## src/rtl/axi_lite_pkg.sv

```systemverilog
// Shared AXI4-Lite definitions for the command master: response codes,
// FSM state encoding and the UART register map it talks to.
package axi_lite_pkg;

    localparam logic [1:0] RESP_OKAY   = 2'b00;
    localparam logic [1:0] RESP_EXOKAY = 2'b01;
    localparam logic [1:0] RESP_SLVERR = 2'b10;
    localparam logic [1:0] RESP_DECERR = 2'b11;

    localparam logic [15:0] UART_RX_OFF  = 16'h0000;
    localparam logic [15:0] UART_TX_OFF  = 16'h0004;
    localparam logic [15:0] UART_DIV_OFF = 16'h0008;
    localparam logic [15:0] UART_CFG_OFF = 16'h000C;

    typedef enum logic [2:0] {
        ST_IDLE         = 3'd0,
        ST_WR_ADDR_DATA = 3'd1,
        ST_WR_RESP      = 3'd2,
        ST_RD_ADDR      = 3'd3,
        ST_RD_DATA      = 3'd4,
        ST_RESP         = 3'd5
    } state_e;

    // States in which the slave owes us a handshake; the watchdog runs here.
    function automatic logic is_bus_state(input state_e s);
        return (s == ST_WR_ADDR_DATA) || (s == ST_WR_RESP) ||
               (s == ST_RD_ADDR) || (s == ST_RD_DATA);
    endfunction

endpackage

```

## src/rtl/axi_lite_cmd_master.sv

```systemverilog
// Single-outstanding AXI4-Lite master: one user command in, one AXI-Lite
// transaction out, one response back. A watchdog turns a dead slave into SLVERR.
module axi_lite_cmd_master
    import axi_lite_pkg::*;
#(
    parameter int unsigned P_M_AXI_DATA_WIDTH = 32,
    parameter int unsigned P_M_AXI_ADDR_WIDTH = 16,
    parameter int unsigned P_TIMEOUT_CYCLES   = 1024
) (
    input  logic                              clock,
    input  logic                              reset,
    input  logic                              i_cmd_valid,
    output logic                              o_cmd_ready,
    input  logic                              i_cmd_wr,
    input  logic [P_M_AXI_ADDR_WIDTH-1:0]     i_cmd_addr,
    input  logic [P_M_AXI_DATA_WIDTH-1:0]     i_cmd_wdata,
    output logic                              o_rsp_valid,
    input  logic                              i_rsp_ready,
    output logic                              o_rsp_wr,
    output logic [P_M_AXI_DATA_WIDTH-1:0]     o_rsp_rdata,
    output logic [1:0]                        o_rsp_resp,
    output logic                              o_rsp_timeout,
    output logic                              o_busy,
    output logic [P_M_AXI_ADDR_WIDTH-1:0]     m_axi_awaddr,
    output logic                              m_axi_awvalid,
    input  logic                              m_axi_awready,
    output logic [P_M_AXI_DATA_WIDTH-1:0]     m_axi_wdata,
    output logic [P_M_AXI_DATA_WIDTH/8-1:0]   m_axi_wstrb,
    output logic                              m_axi_wvalid,
    input  logic                              m_axi_wready,
    input  logic [1:0]                        m_axi_bresp,
    input  logic                              m_axi_bvalid,
    output logic                              m_axi_bready,
    output logic [P_M_AXI_ADDR_WIDTH-1:0]     m_axi_araddr,
    output logic                              m_axi_arvalid,
    input  logic                              m_axi_arready,
    input  logic [P_M_AXI_DATA_WIDTH-1:0]     m_axi_rdata,
    input  logic [1:0]                        m_axi_rresp,
    input  logic                              m_axi_rvalid,
    output logic                              m_axi_rready
);

    localparam int unsigned CNT_W = (P_TIMEOUT_CYCLES > 0) ? $clog2(P_TIMEOUT_CYCLES + 1) : 1;
    localparam bit          WD_EN = (P_TIMEOUT_CYCLES != 0);
    localparam logic [CNT_W-1:0] CNT_LAST =
        CNT_W'((P_TIMEOUT_CYCLES > 0) ? P_TIMEOUT_CYCLES - 1 : 0);

    state_e                          state_q, state_d;
    logic [CNT_W-1:0]                cnt_q, cnt_d;
    logic                            cmd_ready_q, cmd_ready_d;
    logic                            busy_q, busy_d;
    logic                            wr_q, wr_d;
    logic [P_M_AXI_ADDR_WIDTH-1:0]   addr_q, addr_d;
    logic [P_M_AXI_DATA_WIDTH-1:0]   wdata_q, wdata_d;
    logic                            awvalid_q, awvalid_d;
    logic                            wvalid_q, wvalid_d;
    logic                            aw_done_q, aw_done_d;
    logic                            w_done_q, w_done_d;
    logic                            bready_q, bready_d;
    logic                            arvalid_q, arvalid_d;
    logic                            rready_q, rready_d;
    logic                            rsp_valid_q, rsp_valid_d;
    logic [P_M_AXI_DATA_WIDTH-1:0]   rsp_rdata_q, rsp_rdata_d;
    logic [1:0]                      rsp_resp_q, rsp_resp_d;
    logic                            rsp_timeout_q, rsp_timeout_d;

    always_ff @(posedge clock) begin
        if (!reset) begin
            state_q       <= ST_IDLE;
            cnt_q         <= '0;
            cmd_ready_q   <= 1'b1;
            busy_q        <= 1'b0;
            wr_q          <= 1'b0;
            addr_q        <= '0;
            wdata_q       <= '0;
            awvalid_q     <= 1'b0;
            wvalid_q      <= 1'b0;
            aw_done_q     <= 1'b0;
            w_done_q      <= 1'b0;
            bready_q      <= 1'b0;
            arvalid_q     <= 1'b0;
            rready_q      <= 1'b0;
            rsp_valid_q   <= 1'b0;
            rsp_rdata_q   <= '0;
            rsp_resp_q    <= RESP_OKAY;
            rsp_timeout_q <= 1'b0;
        end else begin
            state_q       <= state_d;
            cnt_q         <= cnt_d;
            cmd_ready_q   <= cmd_ready_d;
            busy_q        <= busy_d;
            wr_q          <= wr_d;
            addr_q        <= addr_d;
            wdata_q       <= wdata_d;
            awvalid_q     <= awvalid_d;
            wvalid_q      <= wvalid_d;
            aw_done_q     <= aw_done_d;
            w_done_q      <= w_done_d;
            bready_q      <= bready_d;
            arvalid_q     <= arvalid_d;
            rready_q      <= rready_d;
            rsp_valid_q   <= rsp_valid_d;
            rsp_rdata_q   <= rsp_rdata_d;
            rsp_resp_q    <= rsp_resp_d;
            rsp_timeout_q <= rsp_timeout_d;
        end
    end

    always_comb begin
        state_d       = state_q;
        cnt_d         = cnt_q;
        cmd_ready_d   = cmd_ready_q;
        busy_d        = busy_q;
        wr_d          = wr_q;
        addr_d        = addr_q;
        wdata_d       = wdata_q;
        awvalid_d     = awvalid_q;
        wvalid_d      = wvalid_q;
        aw_done_d     = aw_done_q;
        w_done_d      = w_done_q;
        bready_d      = bready_q;
        arvalid_d     = arvalid_q;
        rready_d      = rready_q;
        rsp_valid_d   = rsp_valid_q;
        rsp_rdata_d   = rsp_rdata_q;
        rsp_resp_d    = rsp_resp_q;
        rsp_timeout_d = rsp_timeout_q;

        case (state_q)
            ST_IDLE: begin
                if (i_cmd_valid && cmd_ready_q) begin
                    cmd_ready_d = 1'b0;
                    busy_d      = 1'b1;
                    wr_d        = i_cmd_wr;
                    addr_d      = i_cmd_addr;
                    wdata_d     = i_cmd_wdata;
                    cnt_d       = '0;
                    aw_done_d   = 1'b0;
                    w_done_d    = 1'b0;
                    if (i_cmd_wr) begin
                        awvalid_d = 1'b1;
                        wvalid_d  = 1'b1;
                        state_d   = ST_WR_ADDR_DATA;
                    end else begin
                        arvalid_d = 1'b1;
                        state_d   = ST_RD_ADDR;
                    end
                end
            end
            ST_WR_ADDR_DATA: begin
                // AW and W complete independently, in any order or together.
                if (awvalid_q && m_axi_awready) begin
                    awvalid_d = 1'b0;
                    aw_done_d = 1'b1;
                end
                if (wvalid_q && m_axi_wready) begin
                    wvalid_d = 1'b0;
                    w_done_d = 1'b1;
                end
                if (aw_done_d && w_done_d) begin
                    bready_d = 1'b1;
                    state_d  = ST_WR_RESP;
                end
            end
            ST_WR_RESP: begin
                if (bready_q && m_axi_bvalid) begin
                    bready_d      = 1'b0;
                    rsp_valid_d   = 1'b1;
                    rsp_rdata_d   = '0;
                    rsp_resp_d    = m_axi_bresp;
                    rsp_timeout_d = 1'b0;
                    state_d       = ST_RESP;
                end
            end
            ST_RD_ADDR: begin
                if (arvalid_q && m_axi_arready) begin
                    arvalid_d = 1'b0;
                    rready_d  = 1'b1;
                    state_d   = ST_RD_DATA;
                end
            end
            ST_RD_DATA: begin
                if (rready_q && m_axi_rvalid) begin
                    rready_d      = 1'b0;
                    rsp_valid_d   = 1'b1;
                    rsp_rdata_d   = m_axi_rdata;
                    rsp_resp_d    = m_axi_rresp;
                    rsp_timeout_d = 1'b0;
                    state_d       = ST_RESP;
                end
            end
            ST_RESP: begin
                if (i_rsp_ready) begin
                    rsp_valid_d = 1'b0;
                    cmd_ready_d = 1'b1;
                    busy_d      = 1'b0;
                    state_d     = ST_IDLE;
                end
            end
            default: state_d = ST_IDLE;
        endcase

        // Watchdog: saturating count, abort overrides any handshake this edge.
        if (is_bus_state(state_q)) begin
            if (cnt_q != CNT_LAST) begin
                cnt_d = cnt_q + CNT_W'(1);
            end
            if (WD_EN && (cnt_q == CNT_LAST)) begin
                awvalid_d     = 1'b0;
                wvalid_d      = 1'b0;
                bready_d      = 1'b0;
                arvalid_d     = 1'b0;
                rready_d      = 1'b0;
                rsp_valid_d   = 1'b1;
                rsp_rdata_d   = '0;
                rsp_resp_d    = RESP_SLVERR;
                rsp_timeout_d = 1'b1;
                state_d       = ST_RESP;
            end
        end
    end

    assign o_cmd_ready   = cmd_ready_q;
    assign o_busy        = busy_q;
    assign o_rsp_valid   = rsp_valid_q;
    assign o_rsp_wr      = wr_q;
    assign o_rsp_rdata   = rsp_rdata_q;
    assign o_rsp_resp    = rsp_resp_q;
    assign o_rsp_timeout = rsp_timeout_q;
    assign m_axi_awaddr  = addr_q;
    assign m_axi_awvalid = awvalid_q;
    assign m_axi_wdata   = wdata_q;
    assign m_axi_wstrb   = '1;
    assign m_axi_wvalid  = wvalid_q;
    assign m_axi_bready  = bready_q;
    assign m_axi_araddr  = addr_q;
    assign m_axi_arvalid = arvalid_q;
    assign m_axi_rready  = rready_q;

endmodule

```

## config.mk

```make
export PLATFORM = sky130hd
export DESIGN_NAME = axi_lite_cmd_master
export DESIGN_NICKNAME = d
export VERILOG_FILES = /design/src/rtl/axi_lite_pkg.sv /design/src/rtl/axi_lite_cmd_master.sv
export SDC_FILE = /design/constraint.sdc
export NUM_CORES = 1
export LEC_CHECK = 0
export CAP_MARGIN = 20
export CORE_MARGIN = 3
export CORE_UTILIZATION = 38
export CTS_BUF_LIST = sky130_fd_sc_hd__clkbuf_2
export DETAILED_ROUTE_END_ITERATION = 16
export PLACE_DENSITY = 0.83
export SKIP_CTS_REPAIR_TIMING = 1
export SYNTH_ARGS = -nofsm -noshare
export SYNTH_HDL_FRONTEND = slang
export SYNTH_SLANG_ARGS = --single-unit
```

## constraint.sdc

```tcl
create_clock -name clock -period 2.05 [get_ports clock]
set_input_delay 0.3075 -clock clock [delete_from_list [all_inputs] [get_ports clock]]
set_output_delay 0.3075 -clock clock [all_outputs]
set_load 0.02 [all_outputs]
```

# Word-level counts from Yosys, hierarchy flattened
# Index checks and enable logic that the tools add are counted.
[word_totals] regBits=108 input_bits=94 output_inout_bits=112 wordCells=119
[classes] addsub=1 n_eq_ne=9 mux=75 n_reduce_logical=16
[op_table] cell="$mux W32" n=4
[op_table] cell="$pmux W32 S2" n=1
[op_table] cell="$mux W11" n=4
[op_table] cell="$mux W1" n=40
[op_table] cell="$mux W3" n=8
[op_table] cell="$pmux W1 S2" n=10
[op_table] cell="$pmux W3 S6" n=1
[op_table] cell="$add A11 B1 Y11 const B" n=1
[op_table] cell="$eq A11 B10 Y1 const B" n=1
[op_table] cell="$ne A11 B10 Y1 const B" n=1
[op_table] cell="$mux W2" n=5
[op_table] cell="$logic_and A1 B1 Y1" n=7
[op_table] cell="$eq A3 B2 Y1 const B" n=2
[op_table] cell="$eq A3 B3 Y1 const B" n=2
[op_table] cell="$ne A2 B2 Y1 const B" n=2
[op_table] cell="$pmux W2 S2" n=1
[op_table] cell="$reduce_and A2 Y1" n=2
[op_table] cell="$reduce_bool A2 Y1" n=2
[op_table] cell="$eq A3 B1 Y1 const B" n=1
[op_table] cell="$logic_not A3 Y1" n=1
[op_table] cell="$logic_or A1 B1 Y1" n=3
[op_table] cell="$pmux W1 S3" n=1
[op_table] cell="$reduce_and A3 Y1" n=1

# Depth between registers and ports, before layout
# Gate-level depths: netlist of run 1.
[logic_depth] ltp_word=8 mapped_depth=8 depth_no_buf=5

# Worst setup path before layout of run 1
# Ideal clock, no wire load.
[synth_path] path_kind="register -> register" startpoint="register cnt_q[0]" endpoint="register state_q[0]" arrival_ps=1797 path_slack_ps=128 stages_incl_launch_ff=8 period_less_slack_ps=1922 cell_sequence="dfxtp_1 ha_1 and4_1 buf_6 and4b_1 buf_6 a211o_1 o41a_1"
[synth_via] elab_chain_cells=3
[synth_rtl] item="start, declared" line_no="axi_lite_cmd_master.sv:49" text="logic [CNT_W-1:0] cnt_q, cnt_d;"
[synth_rtl] item="start signal, assigned" line_no="axi_lite_cmd_master.sv:89" text="cnt_q <= cnt_d;"
[synth_rtl] item="$eq A11 B10 Y1" line_no="axi_lite_cmd_master.sv:208" text="if (WD_EN && (cnt_q == CNT_LAST)) begin"
[synth_rtl] item="$mux W3" line_no="axi_lite_cmd_master.sv:208"
[synth_rtl] item="$mux W3" line_no="axi_lite_cmd_master.sv:204" text="if (is_bus_state(state_q)) begin"
[synth_rtl] item="end signal, assigned" line_no="axi_lite_cmd_master.sv:88" text="state_q <= state_d;"
[synth_rtl] item="end, declared" line_no="axi_lite_cmd_master.sv:48" text="state_e state_q, state_d;"
# Every way passes these cells.
# A chain may end at the register's enable or synchronous reset.

# Worst setup path in the final report of run 1
[layout_path] startpoint="register awvalid_q (netlist: m_axi_awvalid)" endpoint="output m_axi_awvalid"
[layout_lines] item="start, declared" line_no="axi_lite_cmd_master.sv:55" text="logic awvalid_q, awvalid_d;"
[layout_lines] item="start signal, assigned" line_no="axi_lite_cmd_master.sv:95" text="awvalid_q <= awvalid_d;"
[layout_lines] item="end, declared" line_no="axi_lite_cmd_master.sv:25" text="output logic m_axi_awvalid,"
# No word-level cell between the ends.

==> run_results.csv, run 1 <==
group,metric,value,unit
critical_path,cp.arrival,1.65,ns
detailed_routing,dr_total_vias,4270,
cts,cts_buffers,9,
synth,postSynthAreaPerCell,8.42,µm²
cells_and_area,diodes,0,
synth,syn_area,0.00426,mm²
timing,finalMaxSlewViolations,0,
timing,finalSetupTns,0,ns
timing,rsz0062_at_grt,"false",
pwr,seqPwrFrac,51.5,%
flow_run,maxCapViolations,0,
synth,synth_edf_count,0,
cts,clkTransAtPathRegs,0.31,ns
floorplanning,start_util,39.1,%
placement,io_buffers,201,
synth,yosysWarnings,0,
timing,setup_violations,0,
cells_and_area,stdcell_count,828,
timing,relSlewSlack,52.3,%
pwr,clkPwrFrac,25.2,%
synth,async_flop_share,0,%
synth,synth_area_leaders,"dfxtp_1 (51%), nand2_1 (10%), a21oi_1 (7.2%)",
synth,ys_ff_latch,108,
detailed_routing,avgViaCountPerCell,5.16,
placement,routabilityCongestion,0.886,
critical_path,crit_chain,"clkdlybuf4s50_1",
timing,hold_viol,0,
detailed_routing,dr.pass1.iters,5,
critical_path,crit_family,"buffers and inverters",
pwr,p_leak,0.00240,µW
floorplanning,rows,38,
critical_path,crit_path_max_incr_delay,0.61,ns
grt,grt_max_degree,48,
pwr,ir_drop,455,µV
worst_hold_path,worstHoldPathType,"primary input to flip-flop",
timing,fin_crit,1.95,ns
floorplanning,dieArea,0.0125,mm²
pwr,sw_frac_of_total,29.6,%
critical_path,critical_path.max_fanout,4,
critical_path,timing.setup.critical_path_class,"flip-flop to primary output",
detailed_routing,drc,0,
detailed_routing,drt_iter0_markers,282,
timing,period_share,95.3,%
synth,synthCells,506,
grt,gr-usage-all-layers,19.0,%
cells_and_area,nets,778,
detailed_routing,wl_per_cell,14.6,µm
synth,synth-main-ff-cell,"dfxtp_1",
critical_path,worst_setup_path_end_kind,"primary output",
floorplanning,die_w,112,µm
timing,worst_pin_slew,0.713,ns
synth,ys_types,50,
grt,antenna_found_initial,0,
detailed_routing,wl,12.1,mm
timing,fmaxAchievable,512,MHz
placement,place_inst,809,
cts,root_buffer,"clkbuf_2",
run_status,status,"finished, final reports clean",
critical_path,cp_num_buf_inv,1,
critical_path,crit_slowest_cell,"clkdlybuf4s50_1",
cells_and_area,drive_gt1_share,7.56,%
cells_and_area,post-route-util,59.9,%
pwr,p_sw,1320,µW
placement,hpwlAfterDp,8.98,mm
pwr,power_density,685,mW/mm²
grt,grt_pass1_vias,4129,
synth,synthMostInstantiatedCell,"nand2_1",
pwr,p_comb_share,23.4,%
grt,grt-ovfl-total,0,
cts,h-tree-depth,3,
cts,clkLatencyLatePin,0.59,ns
synth,synth_top_area_share,50.7,%
synth,synth_common_cells,"nand2_1 (116), dfxtp_1 (108), a21oi_1 (61)",
floorplanning,core-area,0.0109,mm²
synth,synth_top_area_cell,"dfxtp_1",
cts,clkSinkCount,108,
cts,clock_path_buffers,2,
pwr,internal-power,3140,µW
critical_path,cp-start-kind,"flip-flop",
detailed_routing,drtAntennaViolNets,0,
grt,grt_pass1_wl,19.9,mm
floorplanning,die_h,112,µm
timing,fin_skew,0.0500,ns
synth,ys_seq_area_share,50.7,%
cts,tritoncts,"yes",
critical_path,cp.required,1.74,ns
floorplanning,io_pins,206,
cells_and_area,area_delta_synth_final,52.9,%
[stage by stage]
| step | setup WS (ns) | hold WS [ns] | total power [µW] | area, µm² |
|---|---|---|---|---|
| 6_report | 0.0973 | 0.213 | 4460 | 6520 |
| 4_1_cts | -0.0194 | 0.172 | 4510 | 6470 |
| 5_1_grt | 0.000190 | 0.158 | 4690 | 6520 |
| 3_3_place_gp | 0.116 | 0.442 | 3340 | 6320 |
| 2_1_floorplan | 0.128 | 0.404 | 2850 | 4270 |
| 3_5_place_dp | 0.0716 | 0.448 | 3370 | 6320 |
[cell families after synthesis]
kind of cell | Yosys count | share of synthesized area, %
and+or+nand+nor | 203 | 20.7
AOI/OAI and AO/OA | 133 | 20.1
adders and majority gates | 1 | 0.294
other | 1 | 0.0880
buffers and inverters | 60 | 8.07
DFF | 108 | 50.7
[cells in the final DEF, fill, tap and decap left out, drive strengths merged, types with 2 or more instances in the layout]
cell type	count
a21oi	61
o21ai	8
a211o	2
and3	2
nand2	116
inv	3
nor2	42
dfxtp	108
o221a	2
nand2b	2
conb	4
a32oi	3
and4	3
nor2b	6
or4	2
dlymetal6s2s	4
nand3	9
o211ai	3
clkdlybuf4s50	197
bufinv	2
buf	19
o31a	2
nand4	3
nor3	10
clkinv	5
clkbuf	9
a22oi	34
a211oi	2
a31oi	3
[routing by layer]
metal  up-vias  part of all wire [%]  global-route usage [%]
met3        19                   8.1                    5.60
li1       2082                     -                       -
met4         0                   1.4                    6.33
met2       171                    50                    33.2
met5         -                     0                       0
met1      1998                    41                    22.1
[state kept, by name (all words and copies together) (netlist names)]
register       flops
o_rsp_timeout      1
m_axi_wdata       32
m_axi_bready       1
m_axi_wvalid       1
m_axi_rready       1
o_rsp_resp         2
m_axi_awvalid      1
o_cmd_ready        1
o_busy             1
o_rsp_wr           1
state_q            3
o_rsp_rdata       32
w_done_q           1
cnt_q             11
m_axi_araddr      16
m_axi_arvalid      1
o_rsp_valid        1
aw_done_q          1
[power groups by stage]
stage	clock, µW	sequential, µW	combinational [µW]
global placement	0	2330	1010
finish	1120	2300	1040
floorplan	0	2440	411
CTS	1170	2300	1040
detailed placement	0	2340	1040
global route	1260	2320	1120
[final timing paths]
check | startpoint | to | slack, ns | cells after the start
setup / recovery | m_axi_awvalid | m_axi_awvalid | 0.1 | 1
hold / removal | i_cmd_addr[11] | m_axi_araddr[11] | 0.21 | 3
setup reg to reg | cnt_q[0] | state_q[0] | 0.12 | 5
hold reg to reg | m_axi_wdata[1] | m_axi_wdata[1] | 0.47 | 2
[cell type report]
| type | instances | area [µm²] |
|---|---|---|
| flip-flops and latches | 108 | 2170 |
| well taps | 140 | 175 |
| inverters | 3 | 11.3 |
| fillers | 938 | 4370 |
| clock buffers | 9 | 45.0 |
| clock inverters | 7 | 98.8 |
| multi-input cells | 341 | 1790 |
| repair buffers | 220 | 2230 |
Note: power is estimated with default switching activity, not from simulation.
==> run 2: changes to the inputs <==
Settings changed: ABC_AREA set to 1, CORE_MARGIN 3 to 10, CORE_UTILIZATION 38 to 41.
==> run_results.csv, run 2 <==
group,metric,value,unit
critical_path,cp_num_buf_inv,1,
floorplanning,die_w,134,µm
detailed_routing,wl_per_cell,13.8,µm
cells_and_area,area_delta_synth_final,46.1,%
grt,antenna_found_initial,0,
cts,clkLatencyLatePin,0.61,ns
cells_and_area,drive_gt1_share,5.32,%
timing,fin_skew,0.0418,ns
synth,ys_seq_area_share,40.6,%
cells_and_area,diodes,0,
synth,synthCells,857,
cts,cts_buffers,9,
critical_path,critical_path.max_fanout,3,
grt,gr-usage-all-layers,17.5,%
cts,clkSinkCount,108,
cells_and_area,multi_input_area,0.00260,mm²
critical_path,crit_family,"buffers and inverters",
critical_path,worst_setup_path_end_kind,"primary output",
pwr,power,4900,µW
synth,ys_types,26,
timing,relSlewSlack,65.1,%
cells_and_area,layout_commonest_cell,"nand2_1",
critical_path,crit_chain,"clkdlybuf4s50_1",
floorplanning,io_pins,206,
timing,finalSetupTns,0,ns
critical_path,timing.setup.critical_path_class,"flip-flop to primary output",
critical_path,cp.depth,1,
timing,setup_slack,0.0755,ns
detailed_routing,dr.pass1.iters,5,
cells_and_area,seq_area,0.00217,mm²
pwr,ir_drop,429,µV
cts,clock_path_buffers,2,
synth,synth_edf_count,0,
cts,root_buffer,"clkbuf_2",
floorplanning,rows,41,
detailed_routing,drtAntennaViolNets,0,
cells_and_area,nets,1124,
critical_path,crit_slowest_cell,"clkdlybuf4s50_1",
timing,hold_viol,0,
cells_and_area,final_cell_mix,"nand2_1 (360), nor2_1 (145), clkdlybuf4s50_1 (126)",
synth,synth_top_area_cell,"dfxtp_1",
floorplanning,die_h,134,µm
placement,io_buffers,201,
placement,hpwlAfterDp,11.9,mm
floorplanning,dieArea,0.0179,mm²
placement,pre_cts_slack,-0.0410,ns
pwr,p_leak,0.00453,µW
grt,grt_pass1_vias,5201,
floorplanning,core-area,0.0127,mm²
detailed_routing,dr_total_vias,5566,
detailed_routing,drc,0,
synth,postSynthAreaPerCell,6.21,µm²
synth,syn_area,0.00532,mm²
flow_run,maxCapViolations,0,
cells_and_area,n_fill_cell,1134,
cts,tritoncts,"yes",
synth,synth_top_area_share,40.6,%
grt,grt_max_degree,51,
timing,finalMaxSlewViolations,0,
run_status,status,"finished, final reports clean",
critical_path,cp-start-kind,"flip-flop",
critical_path,cp.arrival,1.67,ns
timing,fin_crit,1.97,ns
cts,h-tree-depth,3,
timing,setup_violations,0,
detailed_routing,drt_iter0_markers,355,
pwr,power_density,630,mW/mm²
synth,synth_common_cells,"nand2_1 (360), nor2_1 (145), dfxtp_1 (108)",
synth,synth_area_leaders,"dfxtp_1 (41%), nand2_1 (25%), nor2_1 (10%)",
synth,synthMostInstantiatedCell,"nand2_1",
synth,ys_ff_latch,108,
critical_path,cp.required,1.74,ns
synth,synth-main-ff-cell,"dfxtp_1",
detailed_routing,avgViaCountPerCell,4.62,
detailed_routing,wl,16.7,mm
timing,fmaxAchievable,506,MHz
placement,routabilityCongestion,0.841,
floorplanning,start_util,42.0,%
worst_hold_path,worstHoldPathType,"primary input to flip-flop",
cts,clkTransAtPathRegs,0.32,ns
grt,grt_pass1_wl,26.2,mm
grt,grt-ovfl-total,0,
critical_path,crit_path_max_incr_delay,0.62,ns
synth,async_flop_share,0,%
critical_path,ff2ff_path_depth,7,
timing,period_share,96.3,%
worst_hold_path,whs_path_depth,3,
timing,worst_pin_slew,0.520,ns
synth,yosysWarnings,0,
[run 2: path summary, 6_finish.rpt]
kind | startpoint | endpoint | slack, ns
min | i_cmd_wdata[30] | m_axi_wdata[30] | 0.18
max | m_axi_araddr[1] | m_axi_awaddr[1] | 0.08
min reg2reg | m_axi_wdata[30] | m_axi_wdata[30] | 0.46
max reg2reg | cnt_q[0] | o_rsp_rdata[4] | 0.29
[run 2: cells by family after synthesis]
logic type,count (synthesis),share of synthesized area (%)
flip-flops,108,40.6
other,1,0.0705
buffers and inverters,119,10.9
AND/OR/NAND/NOR,574,42.9
adder cells (fa/ha/maj),1,0.235
AO/OA/AOI/OAI,54,5.29
[run 2: layout make-up]
cell class                      count  share of cell area (%)
Clock buffer                        9                   0.579
Inverter                           57                    2.75
Tap cell                          172                    2.77
Sequential cell                   108                    27.9
Clock inverter                      7                    1.64
Multi-Input combinational cell    633                    33.4
Timing Repair Buffer              220                    30.9
[run 2: power breakdown]
part           total [µW]  switching (µW)  internal [µW]  leakage (µW)
clock network        1320             766            550     0.0000994
registers            2350             102           2250      0.000880
logic                1230             677            553       0.00355
[run 2: metrics by stage]
step / area (µm²) / cells / utilization [%] / hold slack (ns)
global route: 7770 / 1206 / 61.4 / 0.122
CTS: 7560 / 1205 / 59.7 / 0.140
detailed placement: 7390 / 1189 / 58.3 / 0.432
floorplan: 5330 / 860 / - / 0.418
finish: 7770 / 1206 / 61.4 / 0.180
global placement: 7390 / 1189 / 58.3 / 0.428
[run 2: per-layer routing]
metal,vias to the layer above,GRT usage (%),routed length [µm]
met3,16,7.77,1790
met4,0,5.86,206
met1,2431,20.4,6970
met5,-,0,0
met2,189,28.1,7700
li1,2930,-,-
